===== config.mk =====
export PLATFORM = sky130hd
export DESIGN_NAME = pipe_hazard_ctrl_flat
export DESIGN_NICKNAME = d
export VERILOG_FILES = /design/src/rtl/pipe_hazard_ctrl_pkg.sv /design/src/rtl/pipe_hazard_ctrl_if.sv /design/src/rtl/pipe_hazard_ctrl_sat_counter.sv /design/src/rtl/pipe_hazard_ctrl.sv /design/src/flat_wrapper.sv
export SDC_FILE = /design/constraint.sdc
export NUM_CORES = 1
export LEC_CHECK = 0
export BUFFER_PORTS_ARGS = -buffer_cell sky130_fd_sc_hd__buf_2
export CORE_ASPECT_RATIO = 0.8
export CORE_MARGIN = 2
export CORE_UTILIZATION = 50
export CTS_CLUSTER_SIZE = 14
export DETAILED_ROUTE_END_ITERATION = 7
export GPL_TIMING_DRIVEN = 0
export PLACE_DENSITY = 0.78
export SYNTH_ARGS = -nofsm -noshare
export SYNTH_HDL_FRONTEND = slang
export SYNTH_SLANG_ARGS = --single-unit

===== constraint.sdc =====
create_clock -name clk -period 3.6 [get_ports clk]
set_input_delay 0.72 -clock clk [delete_from_list [all_inputs] [get_ports clk]]
set_output_delay 0.72 -clock clk [all_outputs]
set_load 0.05 [all_outputs]

===== src/rtl/pipe_hazard_ctrl_pkg.sv =====
// Shared types and select encodings for the pipeline hazard controller.
// Also holds the load-use detection helper.
package pipe_ctrl_pkg;

  typedef logic [2:0] reg_sel_t;

  localparam reg_sel_t SEL_NORMAL = 3'b001;
  localparam reg_sel_t SEL_FLUSH  = 3'b010;
  localparam reg_sel_t SEL_STALL  = 3'b100;

  typedef enum logic [1:0] {BOOT, RUN, TRAP} ctrl_state_t;

  // A load in EX feeding a source operand of ID; x0 is never a real dependency.
  function automatic logic is_load_use(
    input logic       mem_read,
    input logic [4:0] rd,
    input logic [4:0] rs1,
    input logic       use1,
    input logic [4:0] rs2,
    input logic       use2
  );
    return mem_read && (rd != 5'd0) &&
           ((use1 && (rs1 == rd)) || (use2 && (rs2 == rd)));
  endfunction

endpackage


===== src/rtl/pipe_hazard_ctrl_if.sv =====
// Hazard inputs and pipeline control outputs between the core datapath and
// the hazard controller. master = datapath side, slave = controller.
interface pipe_hazard_ctrl_if
  import pipe_ctrl_pkg::*;
#(
  parameter int CNT_W = 16
);
  logic [4:0]       rs1_ID;
  logic [4:0]       rs2_ID;
  logic             use_rs1_ID;
  logic             use_rs2_ID;
  logic [4:0]       rd_EX;
  logic             mem_read_EX;
  logic             branch_taken_EX;
  logic             trap_req;
  logic             stall_ext;
  logic             clr_err;

  reg_sel_t         if_sel;
  reg_sel_t         id_sel;
  reg_sel_t         ex_sel;
  logic             pc_sel;
  logic             epc_taken;
  logic             pc_hold;
  logic             stall_timeout;
  logic [CNT_W-1:0] stall_cnt;
  logic [CNT_W-1:0] flush_cnt;

  modport master (
    output rs1_ID, rs2_ID, use_rs1_ID, use_rs2_ID, rd_EX, mem_read_EX,
           branch_taken_EX, trap_req, stall_ext, clr_err,
    input  if_sel, id_sel, ex_sel, pc_sel, epc_taken, pc_hold,
           stall_timeout, stall_cnt, flush_cnt
  );

  modport slave (
    input  rs1_ID, rs2_ID, use_rs1_ID, use_rs2_ID, rd_EX, mem_read_EX,
           branch_taken_EX, trap_req, stall_ext, clr_err,
    output if_sel, id_sel, ex_sel, pc_sel, epc_taken, pc_hold,
           stall_timeout, stall_cnt, flush_cnt
  );

endinterface


===== src/rtl/pipe_hazard_ctrl_sat_counter.sv =====
// Saturating up-counter with synchronous clear; holds at all-ones.
module sat_counter #(
  parameter int W = 16
) (
  input  logic         clk,
  input  logic         rst_n,
  input  logic         inc,
  input  logic         clr,
  output logic [W-1:0] cnt
);

  logic [W-1:0] r_cnt;

  always_ff @(posedge clk or negedge rst_n) begin
    if (!rst_n) begin
      r_cnt <= '0;
    end else if (clr) begin
      r_cnt <= '0;
    end else if (inc && (r_cnt != '1)) begin
      r_cnt <= r_cnt + 1'b1;
    end
  end

  assign cnt = r_cnt;

endmodule


===== src/rtl/pipe_hazard_ctrl.sv =====
// Central hazard controller for the 5-stage core: pipeline register selects,
// PC redirect/hold, stall watchdog and saturating stall/flush counters.
module pipe_hazard_ctrl
  import pipe_ctrl_pkg::*;
#(
  parameter int MAX_STALL = 64,
  parameter int CNT_W     = 16
) (
  input  logic              clk,
  input  logic              reset,
  pipe_hazard_ctrl_if.slave bus
);

  localparam int               RUN_W   = $clog2(MAX_STALL + 1);
  localparam logic [RUN_W-1:0] RUN_MAX = RUN_W'(MAX_STALL);
  localparam logic [RUN_W-1:0] RUN_PRE = RUN_W'(MAX_STALL - 1);

  ctrl_state_t      r_state;
  logic [RUN_W-1:0] r_stall_run;
  logic             r_stall_timeout;

  logic             w_load_use;
  logic             w_live;
  logic             w_row_trap;
  logic             w_row_br;
  logic             w_row_stall;
  logic             w_row_lu;
  reg_sel_t         w_if_sel;
  reg_sel_t         w_id_sel;
  reg_sel_t         w_ex_sel;
  logic             w_pc_sel;
  logic             w_epc_taken;
  logic             w_pc_hold;
  logic             w_wd_stall;
  logic             w_to_set;
  logic             w_stall_inc;
  logic             w_flush_inc;
  logic             w_cnt_clr;
  logic [CNT_W-1:0] w_stall_cnt;
  logic [CNT_W-1:0] w_flush_cnt;

  assign w_load_use = is_load_use(bus.mem_read_EX, bus.rd_EX,
                                  bus.rs1_ID, bus.use_rs1_ID,
                                  bus.rs2_ID, bus.use_rs2_ID);

  // Redirect requests are only trusted in RUN; in TRAP they come from flushed stages.
  assign w_live      = (r_state == RUN);
  assign w_row_trap  = w_live && bus.trap_req;
  assign w_row_br    = w_live && !bus.trap_req && bus.branch_taken_EX;
  assign w_row_stall = (r_state != BOOT) && !w_row_trap && !w_row_br && bus.stall_ext;
  assign w_row_lu    = (r_state != BOOT) && !w_row_trap && !w_row_br &&
                       !bus.stall_ext && w_load_use;

  always_comb begin
    w_if_sel    = SEL_NORMAL;
    w_id_sel    = SEL_NORMAL;
    w_ex_sel    = SEL_NORMAL;
    w_pc_sel    = 1'b0;
    w_epc_taken = 1'b0;
    w_pc_hold   = 1'b0;
    if (r_state == BOOT) begin
      w_if_sel  = SEL_FLUSH;
      w_id_sel  = SEL_FLUSH;
      w_ex_sel  = SEL_FLUSH;
      w_pc_hold = 1'b1;
    end else if (w_row_trap) begin
      w_if_sel    = SEL_FLUSH;
      w_id_sel    = SEL_FLUSH;
      w_ex_sel    = SEL_FLUSH;
      w_epc_taken = 1'b1;
    end else if (w_row_br) begin
      w_if_sel = SEL_FLUSH;
      w_id_sel = SEL_FLUSH;
      w_pc_sel = 1'b1;
    end else if (w_row_stall) begin
      w_if_sel  = SEL_STALL;
      w_id_sel  = SEL_STALL;
      w_ex_sel  = SEL_STALL;
      w_pc_hold = 1'b1;
    end else if (w_row_lu) begin
      // Hold IF/ID and inject a bubble into ID/EX so the load can complete.
      w_if_sel  = SEL_STALL;
      w_id_sel  = SEL_FLUSH;
      w_pc_hold = 1'b1;
    end
  end

  always_ff @(posedge clk or negedge reset) begin
    if (!reset) begin
      r_state <= BOOT;
    end else begin
      case (r_state)
        BOOT:    r_state <= RUN;
        RUN:     r_state <= w_row_trap ? TRAP : RUN;
        TRAP:    r_state <= RUN;
        default: r_state <= BOOT;
      endcase
    end
  end

  // Watchdog: timeout is raised on the cycle the run length reaches MAX_STALL.
  assign w_wd_stall = w_live && w_row_stall;
  assign w_to_set   = w_wd_stall && (r_stall_run >= RUN_PRE);

  always_ff @(posedge clk or negedge reset) begin
    if (!reset) begin
      r_stall_run     <= '0;
      r_stall_timeout <= 1'b0;
    end else begin
      if (!w_wd_stall) begin
        r_stall_run <= '0;
      end else if (r_stall_run != RUN_MAX) begin
        r_stall_run <= r_stall_run + 1'b1;
      end
      if (w_to_set) begin
        r_stall_timeout <= 1'b1;
      end else if (bus.clr_err) begin
        r_stall_timeout <= 1'b0;
      end
    end
  end

  assign w_stall_inc = (r_state != BOOT) && w_pc_hold;
  assign w_flush_inc = w_row_trap || w_row_br;
  assign w_cnt_clr   = (r_state == BOOT);

  sat_counter #(.W(CNT_W)) u_stall_cnt (
    .clk   (clk),
    .rst_n (reset),
    .inc   (w_stall_inc),
    .clr   (w_cnt_clr),
    .cnt   (w_stall_cnt)
  );

  sat_counter #(.W(CNT_W)) u_flush_cnt (
    .clk   (clk),
    .rst_n (reset),
    .inc   (w_flush_inc),
    .clr   (w_cnt_clr),
    .cnt   (w_flush_cnt)
  );

  assign bus.if_sel        = w_if_sel;
  assign bus.id_sel        = w_id_sel;
  assign bus.ex_sel        = w_ex_sel;
  assign bus.pc_sel        = w_pc_sel;
  assign bus.epc_taken     = w_epc_taken;
  assign bus.pc_hold       = w_pc_hold;
  assign bus.stall_timeout = r_stall_timeout;
  assign bus.stall_cnt     = w_stall_cnt;
  assign bus.flush_cnt     = w_flush_cnt;

endmodule


===== src/flat_wrapper.sv =====
// flat-port wrapper written by rule: the top's interface ports become plain ports
module pipe_hazard_ctrl_flat import pipe_ctrl_pkg::*;
#(
  parameter int MAX_STALL = 64,
  parameter int CNT_W     = 16
)
  (clk, reset, bus_rs1_ID, bus_rs2_ID, bus_use_rs1_ID, bus_use_rs2_ID, bus_rd_EX, bus_mem_read_EX, bus_branch_taken_EX, bus_trap_req, bus_stall_ext, bus_clr_err, bus_if_sel, bus_id_sel, bus_ex_sel, bus_pc_sel, bus_epc_taken, bus_pc_hold, bus_stall_timeout, bus_stall_cnt, bus_flush_cnt);
  pipe_hazard_ctrl_if #(.CNT_W(CNT_W)) bus_i ();
  input  logic clk;
  input  logic reset;
  input wire logic [$bits(bus_i.rs1_ID)-1:0] bus_rs1_ID;
  input wire logic [$bits(bus_i.rs2_ID)-1:0] bus_rs2_ID;
  input wire logic [$bits(bus_i.use_rs1_ID)-1:0] bus_use_rs1_ID;
  input wire logic [$bits(bus_i.use_rs2_ID)-1:0] bus_use_rs2_ID;
  input wire logic [$bits(bus_i.rd_EX)-1:0] bus_rd_EX;
  input wire logic [$bits(bus_i.mem_read_EX)-1:0] bus_mem_read_EX;
  input wire logic [$bits(bus_i.branch_taken_EX)-1:0] bus_branch_taken_EX;
  input wire logic [$bits(bus_i.trap_req)-1:0] bus_trap_req;
  input wire logic [$bits(bus_i.stall_ext)-1:0] bus_stall_ext;
  input wire logic [$bits(bus_i.clr_err)-1:0] bus_clr_err;
  output wire logic [$bits(bus_i.if_sel)-1:0] bus_if_sel;
  output wire logic [$bits(bus_i.id_sel)-1:0] bus_id_sel;
  output wire logic [$bits(bus_i.ex_sel)-1:0] bus_ex_sel;
  output wire logic [$bits(bus_i.pc_sel)-1:0] bus_pc_sel;
  output wire logic [$bits(bus_i.epc_taken)-1:0] bus_epc_taken;
  output wire logic [$bits(bus_i.pc_hold)-1:0] bus_pc_hold;
  output wire logic [$bits(bus_i.stall_timeout)-1:0] bus_stall_timeout;
  output wire logic [$bits(bus_i.stall_cnt)-1:0] bus_stall_cnt;
  output wire logic [$bits(bus_i.flush_cnt)-1:0] bus_flush_cnt;
  assign bus_i.rs1_ID = bus_rs1_ID;
  assign bus_i.rs2_ID = bus_rs2_ID;
  assign bus_i.use_rs1_ID = bus_use_rs1_ID;
  assign bus_i.use_rs2_ID = bus_use_rs2_ID;
  assign bus_i.rd_EX = bus_rd_EX;
  assign bus_i.mem_read_EX = bus_mem_read_EX;
  assign bus_i.branch_taken_EX = bus_branch_taken_EX;
  assign bus_i.trap_req = bus_trap_req;
  assign bus_i.stall_ext = bus_stall_ext;
  assign bus_i.clr_err = bus_clr_err;
  assign bus_if_sel = bus_i.if_sel;
  assign bus_id_sel = bus_i.id_sel;
  assign bus_ex_sel = bus_i.ex_sel;
  assign bus_pc_sel = bus_i.pc_sel;
  assign bus_epc_taken = bus_i.epc_taken;
  assign bus_pc_hold = bus_i.pc_hold;
  assign bus_stall_timeout = bus_i.stall_timeout;
  assign bus_stall_cnt = bus_i.stall_cnt;
  assign bus_flush_cnt = bus_i.flush_cnt;
  pipe_hazard_ctrl #(.MAX_STALL(MAX_STALL), .CNT_W(CNT_W)) u_core (.clk(clk), .reset(reset), .bus(bus_i));
endmodule

==> results of run 1 <==
==> power by group <==
part           switching (uW)  leakage (uW)  internal (uW)
Clock                     157     0.0000482            155
Combinational             242      0.000727           85.0
Sequential               29.0      0.000579            494
Total                     428       0.00135            734
==> flip-flops by register name, indices dropped and copies added (netlist names) <==
register / cells
u_core.bus.stall_timeout: 1
u_core.r_stall_run: 7
u_core.r_state: 2
u_core.u_flush_cnt.cnt: 16
u_core.u_stall_cnt.cnt: 16
==> area by class of cell <==
type | instances | area [um^2] | area share [%]
buffer | 6 | 31.28 | 1.103
clock inverter | 1 | 5.005 | 0.1764
multi-input combinational | 193 | 1202 | 42.39
inverter | 12 | 45.04 | 1.588
tap | 60 | 75.07 | 2.647
sequential | 42 | 1051 | 37.05
timing repair buffer | 68 | 340.3 | 12.00
clock buffer | 7 | 86.33 | 3.044
==> cells in the mapped netlist, types with 2 or more instances <==
master	instances	area (um^2)
dfrtp_1	42	1051
nor2_1	35	131.4
nand2_1	22	82.58
nand3_1	19	95.09
xnor2_1	15	131.4
xor2_1	13	113.9
inv_1	12	45.04
nand4_1	10	62.56
a21oi_1	9	45.04
o31ai_1	9	67.56
o211ai_1	7	52.55
and3_1	6	37.54
o21ai_0	6	30.03
or4_1	5	37.54
and2_1	4	25.02
ha_1	4	50.05
nor3_1	4	20.02
clkbuf_1	3	11.26
mux2i_1	3	30.03
buf_4	2	15.01
o22ai_1	2	12.51
o41ai_1	2	17.52
==> logic make-up (layout without fill, tap and decap cells) <==
family                     count (synthesis)  count (layout)  synth area share [%]
buffers and inverters                     18              94                 3.275
and+or+nand+nor                          112             112                 23.09
AOI/OAI and AO/OA                         45              45                 14.07
xor gates and xnor gates                  28              28                 10.53
muxes                                      4               4                 1.772
adders and majority gates                  4               4                 2.148
DFF                                       42              42                 45.11
==> worst max-delay path by stage <==
stage,from,endpoint,slack [ns]
final,bus_rd_EX[0],bus_pc_hold,0.79
after global routing,bus_rd_EX[0],bus_pc_hold,0.73
after CTS,bus_rd_EX[0],bus_pc_hold,0.80
after detailed placement,bus_rd_EX[0],bus_pc_hold,0.80
after global placement,bus_rd_EX[0],bus_pc_hold,0.89
after floorplan,bus_trap_req,bus_ex_sel[0],0.42
==> routing by layer <==
metal / up-vias / track usage (%) / share of wire (%)
li1: 1050 / - / -
met3: 8 / 7.242 / 9.8
met4: 0 / 8.051 / 1.4
met1: 1029 / 27.95 / 44
met5: - / 0 / 0
met2: 96 / 33.65 / 45
==> metrics by stage <==
step / cells / util [%] / setup WS [ns] / power (uW) / hold slack (ns)
after floorplan: 253 / - / 0.4239 / 763.1 / 0.4244
after global placement: 381 / 60.44 / 0.8940 / 855.3 / 0.4967
after detailed placement: 381 / 60.44 / 0.8016 / 861.6 / 0.5123
after CTS: 389 / 62.45 / 0.8007 / 1169 / 0.5224
after global routing: 389 / 62.45 / 0.7330 / 1224 / 0.5291
final: 389 / 62.45 / 0.7871 / 1162 / 0.5260
==> metrics.cfg, run 1 <==
[grt]
grt_usage_pct = 21.59
grt_pass1_vias = 1928
grt_first_pass_wirelength_um = 8756
grt_max_degree = 43
antenna_found_initial = 0
grt_overflow = 0

[clock_network]
cts_buffers = 5
cts_resized = 0
clkSinkCount = 42
cts_hold_buf = 0
clk_pin_slew_worst_paths_ns = 0.07
cts.htree.levels = 2
clockBufferDepth = 2
cts_tree = done
clk_latency_ns = 0.29
cts_root_buffer = clkbuf_8
post_cts_buffers = 0

[timing]
relSlewSlack_pct = 39.85
hold_viol_final = 0
finalCriticalPeriod_ns = 2.813
fin_crit_sh_pct = 78.14
finalMaxSlewViolations = 0
fmax_mhz = 355.5
grt_setup_unrepaired = false
worst_pin_slew_ns = 0.9022
final.setup_skew_ns = 0.003577
setup_tns_ns = 0
finalSetupViolCount = 0

[logic_synthesis]
synth-edff-count = 0
synth-main-ff-cell = dfrtp_1
seq_area_frac_synth_pct = 45.11
syn-num-nets = 281
syn-instance-count = 253
synthDistinctLibCells = 41
synth_area_um2 = 2330
async_reset_ff_share_pct = 100.0
ys_warn_count = 0
synth.avg_cell_area_um2 = 9.208
ys_ff_latch = 42

[layout]
final_net_count = 356
layout_commonest_cell = buf_2
final_area_um2 = 2836
final_cell_mix = buf_2 (69), dfrtp_1 (42), nor2_1 (35)
syn_to_final_growth_pct = 21.75
fillers = 410
drive_gt1_share_pct = 26.14
num_antenna_cells = 0

[worst_hold_path]
worstHoldStart = u_core.u_stall_cnt.cnt[15]
hold_end = u_core.u_stall_cnt.cnt[15]
hp-class = reg -> reg
holdPathStages = 1

[setup_path]
cp.arrival_ns = 2.09
slowest_stage = buf_2
worst-path-stages = 8
path_cells = buf_2 > xnor2_1 > nand4_1 > o22ai_1 > a31o_2 > nand2_1 > nand2_1 > buf_2
worstSetupPathType = in -> out
critPathTopFamily = buffers and inverters
critPathMaxFanout = 3
reg2reg_depth = 7
crit_path_max_incr_delay_ns = 0.27
r2r-end = u_core.u_stall_cnt.cnt[11]
critPathLaunchType = primary input
ff2ff_setup_slack_ns = 1.19
crit_buf_inv = 2
endpoint_kind = output port
timing.rr.start = u_core.u_stall_cnt.cnt[0]
required_ns = 2.88

[floorplanning]
core_um2 = 4542
die-area_um2 = 5225
die_h_um = 65.06
die_w_um = 80.32
std_cell_rows = 22
start_util_pct = 51.29
ios = 69

[drt]
via_per_inst = 5.612
ant_nets = 0
routed-via-count = 2183
drcViolationCount = 0
drt_pass1_iterations = 4
routedWlPerCell_um = 13.76
drt-initial-drc-count = 177
drt_wl_total_um = 5353

[placed_design]
io_buffers = 68
hpwl_um = 3994
place_congestion = 0.8007
place_area_um2 = 2745

[power]
peakVddDrop_mv = 0.3086
p_leak_uw = 0.001355
powerDensity_nw_per_um2 = 409.5

[status]
status = complete, no violations

[flow_run]
maxCapViolations = 0

Note: power is estimated with default switching activity, not from simulation.
==> run 2, diff against run 1 <==
ABC_AREA = 1   (was unset)
PLACE_DENSITY = 0.75   (was 0.78)
clock period = 2.64 ns   (was 3.6 ns; I/O delays follow)
==> run 2 against run 1 <==
  * Critical endpoint is now bus_if_sel[2]
  * First-iteration DRC count shrank 24%
  * Non-clock buffer count grew 5
  * Register-to-register slack lost 0.48 ns
  * Sequential power grew 38%
  * Largest cell class unchanged
  * Combinational power grew 68%
  * Global-route usage grew 1.1 points
  * Hold slack lost 0.15 ns
==> metrics.cfg, run 2 <==
[clock_network]
clockBufferDepth = 2
clkSinkCount = 42
cts.htree.levels = 2
cts_root_buffer = clkbuf_8
clk_pin_slew_worst_paths_ns = 0.08
cts_hold_buf = 0
post_cts_buffers = 0
cts_buffers = 5
cts_tree = done
clk_latency_ns = 0.29

[floorplanning]
die_w_um = 88.80
start_util_pct = 52.35
core_um2 = 5495
die-area_um2 = 6379
ios = 69
die_h_um = 71.84
std_cell_rows = 24

[layout]
drive_gt1_share_pct = 25.54
final_net_count = 494
fillers = 525
final_cell_mix = nand2_1 (86), buf_2 (72), nand3_1 (44)
syn_to_final_growth_pct = 18.40
num_antenna_cells = 0
layout_commonest_cell = nand2_1

[placed_design]
hpwl_um = 5164
preCtsSetupSlack_ns = 0.2337
io_buffers = 68
place_congestion = 0.8459

[grt]
grt_overflow = 0
grt_first_pass_wirelength_um = 11530
grt_max_degree = 43
antenna_found_initial = 0
grt_usage_pct = 22.70
grt_pass1_vias = 2579

[logic_synthesis]
synth_top_family_by_area = simple AND/OR/NAND/NOR gates
synthSimpleGateAreaFrac_pct = 37.93
ys_ff_latch = 42
synthMuxAreaShare_pct = 0
syn-instance-count = 391
seq_area_frac_synth_pct = 36.54
yosysTopAreaCell = dfrtp_1
synth_xor_area_share_pct = 7.916
netlist_top_cells_area = dfrtp_1 (37%), nand2_1 (11%), nand3_1 (7.7%)
synth_commonest_cells = nand2_1 (86), nand3_1 (44), inv_1 (43)
synth-main-ff-cell = dfrtp_1
ys_warn_count = 0
synthAdderAreaFrac_pct = 1.740
synthDistinctLibCells = 36
syn-num-nets = 419
async_reset_ff_share_pct = 100.0
synth_area_um2 = 2877
synth_compound_area_share_pct = 4.785
synthMostInstantiatedCell = nand2_1
synth-edff-count = 0
synth.avg_cell_area_um2 = 7.357
synth_top_cell_area_share_pct = 36.54

[timing]
finalCriticalPeriod_ns = 2.396
relSlewSlack_pct = 36.56
grt_setup_unrepaired = false
finalMaxSlewViolations = 0
worst_pin_slew_ns = 0.9515
final.setup_skew_ns = 0.009703
finalSetupViolCount = 0
fmax_mhz = 417.4
fin_crit_sh_pct = 90.75
setup_slack_ns = 0.2442
hold_viol_final = 0

[drt]
ant_nets = 0
drt_wl_total_um = 6803
routed-via-count = 2760
drcViolationCount = 0
drt-initial-drc-count = 134
routedWlPerCell_um = 12.51
drt_pass1_iterations = 4
via_per_inst = 5.074

[setup_path]
required_ns = 2.11
endpoint_kind = output port
critPathLaunchType = primary input
worstSetupPathType = in -> out
critPathMaxFanout = 10
cp.arrival_ns = 1.87

[power]
powerDensity_nw_per_um2 = 487.9
p_leak_uw = 0.001875
peakVddDrop_mv = 0.3107
p_total_uw = 1662

[flow_run]
maxCapViolations = 0

[status]
status = complete, no violations

[worst_hold_path]
hp-class = in -> async

[run 2: cell types whose count changed in the layout (fill, tap and decap cells not counted), sizes merged, moves of 6 or more]
cell    delta
nand2     +69
inv       +47
nand3     +28
nor3      +17
xnor2     -13
xor2      +11
nand4     +10
o211ai     -7
and3       -6
buf        +6
o21ai      +6
[run 2: power by group]
part | internal, uW | switching (uW) | total [uW]
clock | 178 | 214 | 392
sequential | 677 | 44.2 | 721
combinational | 137 | 412 | 549
[run 2: kinds of logic after synthesis]
logic type,count (synthesis)
flip-flops,42
XOR/XNOR,26
buffers and inverters,71
adder cells (fa/ha/maj),4
AO/OA/AOI/OAI,24
AND/OR/NAND/NOR,224
[run 2: final timing paths]
path                                      startpoint                   endpoint  slack (ns)  depth (start not counted)
min in group clk                         bus_clr_err   u_core.bus.stall_timeout        0.43                          2
hold / removal                                 reset  u_core.u_flush_cnt.cnt[1]        0.37                          1
setup reg to reg           u_core.u_stall_cnt.cnt[0]  u_core.u_stall_cnt.cnt[5]        0.71                          9
hold reg to reg             u_core.bus.stall_timeout   u_core.bus.stall_timeout        0.53                          2
setup / recovery                        bus_rd_EX[1]              bus_if_sel[2]        0.24                         11
max in group asynchronous                      reset      u_core.r_stall_run[1]        1.66                          1
[run 2: stage by stage]
stage               cell area [um^2]  setup TNS [ns]  util, %  hold WS, ns  instances
floorplan                       2887         -0.1156        -       0.2324        391
global placement                3324               0    60.50       0.5086        537
detailed placement              3324               0    60.50       0.5223        537
CTS                             3403               0    61.93       0.4119        544
global route                    3406               0    61.98       0.4393        544
finish                          3406               0    61.98       0.3716        544
[run 2: timing repair]
item                       CTS  global route
gates resized for setup      0             1
setup endpoints to repair    0             1
hold endpoints to repair     0             0
[run 2: layer usage]
metal | wire length, um | GRT usage, % | vias to the layer above
li1 | - | - | 1420
met1 | 3290 | 31.48 | 1262
met2 | 3108 | 36.82 | 71
met3 | 341 | 3.917 | 7
met4 | 63 | 5.892 | 0
met5 | 0 | 0 | -
[run 2: cell type report]
| cell class | instances | area (um^2) | share of cell area, % |
|---|---|---|---|
| buffer | 11 | 88.84 | 2.608 |
| clock buffer | 5 | 68.82 | 2.021 |
| sequential | 42 | 1051 | 30.86 |
| clock inverter | 2 | 10.01 | 0.2939 |
| inverter | 60 | 230.2 | 6.760 |
| multi-input combinational | 278 | 1519 | 44.60 |
| timing repair buffer | 68 | 340.3 | 9.993 |
| tap | 78 | 97.59 | 2.866 |
[run 2: critical path, cell delays in order]
cell	delay [ns]
buf_2	0.10
inv_2	0.04
nand2_1	0.05
nand2_1	0.05
nor2_1	0.10
nand3_1	0.08
nand2_1	0.14
nand3_4	0.13
nand2_8	0.12
clkbuf_4	0.22
buf_2	0.28
==> run 3, diff against run 2 <==
REMOVE_ABC_BUFFERS = 1   (was unset)
==> run 3 against run 2 <==
  * First-iteration DRC count down 8.2%
  * Sequential cell count stayed put
  * Routed wire length shrank 4.2%
  * Clock skew down 0.0020 ns
  * Critical path depth fell by 7
  * Sequential share of layout area up 0.84 points
  * Cell area decreased by 2.6%
  * Core utilization shrank 1.6 points
  * Non-clock buffer count fell by 11
  * Cell count shrank 2.0%
  * Critical path type is now reg -> out
  * Critical endpoint is now bus_ex_sel[1]
  * Largest cell class unchanged
  * Highest routed layer unchanged
==> metrics.cfg, run 3 (synthesis gave the netlist of run 2 again) <==
[setup_path]
ff2ff_setup_slack_ns = 0.67
reg2reg_depth = 8
cp.arrival_ns = 1.81
endpoint_kind = output port
critPathMaxFanout = 44
required_ns = 2.11
timing.rr.start = u_core.u_flush_cnt.cnt[0]
critPathLaunchType = flip-flop
r2r-end = u_core.u_flush_cnt.cnt[6]
worstSetupPathType = reg -> out

[layout]
layout_commonest_cell = nand2_1
syn_to_final_growth_pct = 15.27
final_cell_mix = nand2_1 (86), buf_2 (68), nand3_1 (44)
num_antenna_cells = 0
final_net_count = 483
drive_gt1_share_pct = 23.52

[drt]
routed-via-count = 2720
drt-initial-drc-count = 123
via_per_inst = 5.103
drcViolationCount = 0
drt_wl_total_um = 6516
routedWlPerCell_um = 12.23
drt_pass1_iterations = 4
ant_nets = 0

[timing]
whs_ns = 0.3501
fin_crit_sh_pct = 88.39
finalSetupViolCount = 0
fmax_mhz = 428.5
grt_setup_unrepaired = false
setup_slack_ns = 0.3064
finalCriticalPeriod_ns = 2.334
relSlewSlack_pct = 37.69
setup_tns_ns = 0
final.setup_skew_ns = 0.007679
hold_viol_final = 0
worst_pin_slew_ns = 0.9347
finalMaxSlewViolations = 0

[floorplanning]
die_w_um = 88.80
die_h_um = 71.84
start_util_pct = 52.35
ios = 69
core_um2 = 5495
die-area_um2 = 6379
std_cell_rows = 24

[clock_network]
clk_pin_slew_worst_paths_ns = 0.08
cts_tree = done
clockBufferDepth = 2
clkSinkCount = 42
cts_root_buffer = clkbuf_8
cts.htree.levels = 2
cts_hold_buf = 0
cts_buffers = 5
clk_latency_ns = 0.30

[power]
p_total_uw = 1638
powerDensity_nw_per_um2 = 494.2
p_leak_uw = 0.001830
peakVddDrop_mv = 0.3312

[grt]
antenna_found_initial = 0
grt_usage_pct = 22.04
grt_overflow = 0
grt_pass1_vias = 2546
grt_first_pass_wirelength_um = 11130
grt_max_degree = 45

[placed_design]
io_buffers = 68
preCtsSetupSlack_ns = 0.1032
hpwl_um = 4783
place_congestion = 0.8618

[flow_run]
maxCapViolations = 0

[worst_hold_path]
hp-class = in -> async

[status]
status = complete, no violations

## run 3: changes by cell type in the layout (fill, tap and decap cells not counted), sizes merged
cell    change
buf         -9
clkbuf      -2
bufinv      +1
clkinv      -1
## run 3: worst max-delay path by stage
stage	start	end	slack (ns)	cells past startpoint
3_5_place_dp	u_core.r_state[0]	bus_ex_sel[1]	0.10	4
2_1_floorplan	bus_trap_req	bus_id_sel[0]	-0.77	4
5_1_grt	u_core.r_state[0]	bus_ex_sel[1]	0.19	4
4_1_cts	u_core.r_state[0]	bus_ex_sel[1]	0.06	4
6_report	u_core.r_state[0]	bus_ex_sel[1]	0.31	4
3_3_place_gp	u_core.r_state[0]	bus_ex_sel[1]	0.11	4
## run 3: layout make-up
cell class	instances	area, um^2
inverter	60	239.0
tap	78	97.59
clock inverter	2	10.01
fill	528	2180
timing repair buffer	68	340.3
clock buffer	5	68.82
sequential	42	1051
multi-input combinational	278	1509
## run 3: repair_timing
action / CTS / global route
buffers inserted: 0 / 0
hold endpoints to repair: 0 / 0
endpoints found under the setup margin: 3 / 3
resized for setup: 1 / 1
## run 3: layer usage
layer | global-route usage [%] | part of all wire [%] | vias to the layer above | routed length [um]
li1 | - | - | 1388 | -
met1 | 28.19 | 47 | 1274 | 3039
met2 | 37.31 | 47 | 49 | 3088
met3 | 5.530 | 4.7 | 9 | 303
met4 | 5.556 | 1.3 | 0 | 85
met5 | 0 | 0 | - | 0
## run 3: critical path, stage by stage, from the launching register on
cell and delay [ns]:
dfrtp_1 0.42, nor2_2 0.37, bufinv_8 0.34, nand2_1 0.11
buf_2 0.26
## run 3: where the power goes
group	internal [uW]	total [uW]	switching (uW)
combinational	120	517	397
clock	178	400	223
sequential	677	721	44.2
## run 3: stage by stage
| stage | std cells | utilization, % | area [um^2] |
|---|---|---|---|
| floorplan | 380 | - | 2788 |
| global placement | 526 | 58.70 | 3226 |
| detailed placement | 526 | 58.70 | 3226 |
| CTS | 533 | 60.18 | 3307 |
| global route | 533 | 60.34 | 3316 |
| finish | 533 | 60.34 | 3316 |
